**src/rtl/dac_spi_pkg.sv**
```systemverilog
// Shared definitions for the DAC serial write path (transmitter and receiver).
// Frame geometry defaults, sclk timing and FSM state encodings.
package dac_spi_pkg;

  localparam int FRAME_W_DEF = 16;
  localparam int DATA_W_DEF  = 14;
  localparam int SCLK_HALF   = 4;

  typedef enum logic [3:0] {
    RX_ARM   = 4'b0001,
    RX_IDLE  = 4'b0010,
    RX_SHIFT = 4'b0100,
    RX_CHECK = 4'b1000
  } rx_state_t;

  typedef enum logic [1:0] {
    TX_IDLE,
    TX_SYNC_PRE,
    TX_DATA,
    TX_SYNC_END
  } tx_state_t;

  function automatic logic [FRAME_W_DEF-1:0] frame_pack(
    input logic [FRAME_W_DEF-DATA_W_DEF-1:0] ctrl,
    input logic [DATA_W_DEF-1:0]             data
  );
    return {ctrl, data};
  endfunction

endpackage

```
**src/rtl/dac_spi_sync.sv**
```systemverilog
// Multi-stage input synchronizer, presets to 1 (idle level of sclk/sync_n).
// Ports: clk, rst_n (async low), d (async input), q (synchronized output).
import dac_spi_pkg::*;

module dac_spi_sync #(
  parameter int STAGES = 2
) (
  input  logic clk,
  input  logic rst_n,
  input  logic d,
  output logic q
);

  logic [STAGES-1:0] ff;

  always_ff @(posedge clk or negedge rst_n) begin
    if (!rst_n) ff <= '1;
    else        ff <= {ff[STAGES-2:0], d};
  end

  assign q = ff[STAGES-1];

endmodule

```
**src/rtl/dac_spi_rx.sv**
```systemverilog
// DAC write-frame serial receiver: oversamples sclk/sync_n/mosi, rebuilds
// the frame, emits {rx_ctrl, rx_data} with rx_valid or a frame_err pulse.
// Ports: clk, rst_n, sclk, mosi, sync_n in; rx_data, rx_ctrl, rx_valid,
// frame_err, busy out; frame_cnt/err_cnt when DAC_SPI_RX_STATS_EN defined.
import dac_spi_pkg::*;

module dac_spi_rx #(
  parameter int FRAME_W     = FRAME_W_DEF,
  parameter int DATA_W      = DATA_W_DEF,
  parameter int SYNC_STAGES = 2
) (
  input  logic                      clk,
  input  logic                      rst_n,
  input  logic                      sclk,
  input  logic                      mosi,
  input  logic                      sync_n,
  output logic [DATA_W-1:0]         rx_data,
  output logic [FRAME_W-DATA_W-1:0] rx_ctrl,
  output logic                      rx_valid,
  output logic                      frame_err,
  output logic                      busy
`ifdef DAC_SPI_RX_STATS_EN
  ,
  output logic [15:0]               frame_cnt,
  output logic [15:0]               err_cnt
`endif
);

  localparam int CNT_W = $clog2(FRAME_W + 2);
  localparam int FLUSH = SYNC_STAGES + 1;
  localparam int ARM_W = $clog2(FLUSH + 1);

  localparam logic [CNT_W-1:0] CNT_FULL = CNT_W'(FRAME_W);
  localparam logic [CNT_W-1:0] CNT_OVER = CNT_W'(FRAME_W + 1);
  localparam logic [ARM_W-1:0] ARM_END  = ARM_W'(FLUSH);

  logic sclk_s, sync_s, mosi_s;
  logic sclk_d, sync_d;
  logic sclk_fall, sync_fall, sync_rise;

  rx_state_t           state;
  logic [FRAME_W-1:0]  shift_reg;
  logic [CNT_W-1:0]    bit_cnt;
  logic [ARM_W-1:0]    arm_cnt;

  dac_spi_sync #(.STAGES(SYNC_STAGES)) u_sync_sclk (
    .clk  (clk),
    .rst_n(rst_n),
    .d    (sclk),
    .q    (sclk_s)
  );

  dac_spi_sync #(.STAGES(SYNC_STAGES)) u_sync_sync (
    .clk  (clk),
    .rst_n(rst_n),
    .d    (sync_n),
    .q    (sync_s)
  );

  dac_spi_sync #(.STAGES(SYNC_STAGES)) u_sync_mosi (
    .clk  (clk),
    .rst_n(rst_n),
    .d    (mosi),
    .q    (mosi_s)
  );

  assign sclk_fall = sclk_d & ~sclk_s;
  assign sync_fall = sync_d & ~sync_s;
  assign sync_rise = ~sync_d & sync_s;

  assign busy = (state == RX_SHIFT) || (state == RX_CHECK);

  // ARM first lets the synchronizers flush their preset 1s, so a
  // sync_n held low through reset never looks like a frame start.
  always_ff @(posedge clk or negedge rst_n) begin
    if (!rst_n) begin
      state     <= RX_ARM;
      arm_cnt   <= '0;
      shift_reg <= '0;
      bit_cnt   <= '0;
      rx_data   <= '0;
      rx_ctrl   <= '0;
      rx_valid  <= 1'b0;
      frame_err <= 1'b0;
      sclk_d    <= 1'b1;
      sync_d    <= 1'b1;
    end else begin
      sclk_d    <= sclk_s;
      sync_d    <= sync_s;
      rx_valid  <= 1'b0;
      frame_err <= 1'b0;
      unique case (state)
        RX_ARM: begin
          if (arm_cnt != ARM_END)
            arm_cnt <= arm_cnt + 1'b1;
          else if (sync_s && sync_d)
            state <= RX_IDLE;
        end
        RX_IDLE: begin
          if (sync_fall) begin
            shift_reg <= '0;
            bit_cnt   <= '0;
            state     <= RX_SHIFT;
          end
        end
        RX_SHIFT: begin
          if (sclk_fall) begin
            shift_reg <= {shift_reg[FRAME_W-2:0], mosi_s};
            if (bit_cnt != CNT_OVER)
              bit_cnt <= bit_cnt + 1'b1;
          end
          if (sync_rise)
            state <= RX_CHECK;
        end
        RX_CHECK: begin
          if (bit_cnt == CNT_FULL) begin
            rx_data  <= shift_reg[DATA_W-1:0];
            rx_ctrl  <= shift_reg[FRAME_W-1:DATA_W];
            rx_valid <= 1'b1;
          end else begin
            frame_err <= 1'b1;
          end
          state <= RX_IDLE;
        end
        default: state <= RX_ARM;
      endcase
    end
  end

`ifdef DAC_SPI_RX_STATS_EN
  always_ff @(posedge clk or negedge rst_n) begin
    if (!rst_n) begin
      frame_cnt <= '0;
      err_cnt   <= '0;
    end else begin
      if (rx_valid && frame_cnt != 16'hFFFF)
        frame_cnt <= frame_cnt + 16'd1;
      if (frame_err && err_cnt != 16'hFFFF)
        err_cnt <= err_cnt + 16'd1;
    end
  end
`endif

endmodule

```
**config.mk**
```make
export PLATFORM = sky130hd
export DESIGN_NAME = dac_spi_rx
export DESIGN_NICKNAME = d
export VERILOG_FILES = /design/src/rtl/dac_spi_pkg.sv /design/src/rtl/dac_spi_sync.sv /design/src/rtl/dac_spi_rx.sv
export SDC_FILE = /design/constraint.sdc
export NUM_CORES = 1
export LEC_CHECK = 0
export CAP_MARGIN = 20
export CORE_MARGIN = 2
export CORE_UTILIZATION = 59
export DETAILED_ROUTE_END_ITERATION = 8
export GPL_TIMING_DRIVEN = 0
export HOLD_SLACK_MARGIN = 0.05
export PLACE_DENSITY = 0.9
export SLEW_MARGIN = 10
export SYNTH_ARGS = -nofsm -noshare
export SYNTH_HDL_FRONTEND = slang
export SYNTH_SLANG_ARGS = --single-unit
```
**constraint.sdc**
```tcl
create_clock -name clk -period 5.7 [get_ports clk]
set_clock_uncertainty 0.2 [all_clocks]
set_input_delay 1.14 -clock clk [delete_from_list [all_inputs] [get_ports clk]]
set_output_delay 1.14 -clock clk [all_outputs]
set_load 0.02 [all_outputs]
```
==> results.md <==
- Inserted Diodes: 0
- # resized after CTS: 0
- CP max FO: 10
- Post-synthesis cell type count: 31
- First-pass GRT wire length: between 6000 and 7000 um
- Num Clock Sinks: 53
- Die ar.: 4100 um2
- R2R Setup Slk: 3.38 ns
- CTS tree: yes
- Synth warnings: 0
- Synth-to-layout area growth: 17.2%
- Global placer's final weighted congestion: 0.778
- Initial antenna violation count: 0
- Pin count of the biggest net entering global routing: 28
- Max Freq: 282 MHz
- Leak Pwr: roughly 1.2 nW
- Worst-path clk slew: between 0.1 and 0.15 ns
- Via count: 1,337
- MaxCap Viol Count: 0
- Worst Setup EP: busy
- WL final: ~3500 um
- Crit. Startpoint: state[3]
- First-pass DRT Iterations: 4
- Share of cells above drive strength 1: 0.268
- Syn Area/Cell: 14.1 um2
- Max reg flops: 16
- FF-to-FF End: rx_data[4]
- Pins over their slew limit: 0
- H-tree Lvls: 2
- Most frequent cells in the layout: dfrtp_1 (44), clkdlybuf4s50_1 (22), mux2_2 (17), a22o_1 (16), dfstp_2 (9)
- Slew HR: 0.578
- Synth Flop Type: dfrtp_1
- Vias in the first global route: 1,359
- Fin. Hold Viols: 0
- Crit. End Element: output port
- Worst r2r src: bit_cnt[0]
- CTS Hold Bufs: 0
- CP Data Required Time: 4.36 ns
- Num rows: 21
- Die width: 64.0 um
- Synth Register Bits: 53
- Placed Area: approximately 2400 um2
- Number of synthesized flops with an enable pin: 0
- Setup-violating endpoint count in the final report: 0
- Worst slew pin tran: 0.633 ns
- Clk Latency, worst-skew pair: approximately 0.36 ns
- Core Area: 3390 um2
- Post-CTS setup buffer count: 0
- Post-route minimum period: 3.54 ns
- Period utilization: 0.622
- Boundary Pins: 24
- Num CTS Buffers: 5
- Crit path DAT: about 2.2 ns
- Root buf cell: clkbuf_4
- Critical path class: register to output port
- DR iter-0 viols: 127
- Final Cell Area: 2490 um2
- Mapped Nets: 160
- Gr ovfl total: 0
- Starting density of the core: 0.627
- Gr usage total: 0.198
- Fillers: 224
- RSZ-0062 raised after global routing: no
- Leading cell type in the layout, fill and taps excluded: dfrtp_1
- FFs w/ async S/R, synth: 1.00
- FF-to-FF path depth: 7
- Layout net count: between 150 and 200
- Register area share after synthesis: 0.630
- IO buf count: 23
- Via-per-instance ratio: slightly below 6
- Max Root-Sink Buffers: 2
- Worst min-delay path category: register to register
- TNS Setup: 0 ns
- Avg WL per Cell: ~15 um
- Antenna-violating nets left: 0
- # DRC: 0
- Maximum vdd ir drop: 0.182 mV
- Synthesized area: roughly 2100 um2
- DPL Wire Length: 2490 um
- Pwr per Cell Area: 230 nW/um2
- Crit start category: register
- Outcome: finished, final reports clean
- Post-synthesis cell count: about 150
- Die Y: between 60 and 70 um
[final cells by class]
class | instances | area [um2] | share of cell area
clock inverters | 2 | 13.8 | 0.00553
well taps | 46 | 57.6 | 0.0231
inverters | 6 | 22.5 | 0.00905
repair buffers | 24 | 253 | 0.102
clock buffers | 6 | 41.3 | 0.0166
flip-flops and latches | 53 | 1340 | 0.537
multi-input cells | 86 | 723 | 0.290
plain buffers | 6 | 41.3 | 0.0166
[critical path, cell delays in order (launching register included)]
cell and delay, ns:
dfrtp_1 0.40, buf_6 0.14, or4b_4 0.47, buf_6 0.17
nand2_1 0.07, clkdlybuf4s50_1 0.60
[stage by stage]
stage	hold WS, ns	cells	utilization	power, mW	worst slack [ns]
after global routing	0.175	229	0.735	0.599	2.07
after global placement	0.145	220	0.712	0.416	1.94
final	0.166	229	0.735	0.573	2.16
after CTS	0.166	229	0.735	0.580	2.13
after detailed placement	0.147	221	0.718	0.420	2.55
after floorplan	0.145	151	-	0.405	3.09
[cells by family after synthesis]
family          share of synthesized area
compound gates                      0.122
xor+xnor                          0.00825
fa+ha+maj                          0.0236
buf+inv                            0.0300
flops                               0.630
mux                                0.0948
simple gates                       0.0913
[synth_stat cells (2+ instances only)]
cell type | count | area [um2]
a22o_1 | 16 | 140
a31o_2 | 2 | 17.5
a31oi_1 | 5 | 31.3
a41oi_1 | 2 | 17.5
buf_2 | 3 | 15.0
buf_6 | 2 | 22.5
dfrtp_1 | 44 | 1100
dfstp_2 | 9 | 236
ha_1 | 4 | 50.1
inv_1 | 6 | 22.5
mux2_2 | 17 | 191
nand2_1 | 5 | 18.8
nand3_1 | 4 | 20.0
nor2_1 | 4 | 15.0
nor3_1 | 2 | 10.0
nor3b_1 | 2 | 15.0
o21ai_0 | 6 | 30.0
o21ai_1 | 2 | 10.0
or2_2 | 2 | 12.5
or4b_4 | 2 | 27.5
xor2_1 | 2 | 17.5
[worst min path at each step]
stage               cells after the start  slack [ns]                 to         startpoint
floorplan                               0        0.15  u_sync_mosi.ff[1]  u_sync_mosi.ff[0]
global placement                        0        0.15  u_sync_sync.ff[1]  u_sync_sync.ff[0]
detailed placement                      0        0.15  u_sync_sync.ff[1]  u_sync_sync.ff[0]
CTS                                     0        0.17  u_sync_sync.ff[1]  u_sync_sync.ff[0]
global route                            0        0.17  u_sync_mosi.ff[1]  u_sync_mosi.ff[0]
finish                                  0        0.17  u_sync_sync.ff[1]  u_sync_sync.ff[0]
[power breakdown]
group	switching [mW]	internal [mW]	total (mW)
combinational	0.0136	0.00976	0.0234
clock	0.111	0.0496	0.161
sequential	0.00521	0.384	0.389
total	0.130	0.443	0.573
[routing by layer]
layer | share of wire | track usage | up-vias
li1 | - | - | 609
met1 | 0.42 | 0.261 | 690
met5 | 0 | 0 | -
met4 | 0.0088 | 0.0734 | 0
met2 | 0.53 | 0.327 | 34
met3 | 0.042 | 0.0370 | 4
No activity file was read; power rests on OpenSTA's default activity.
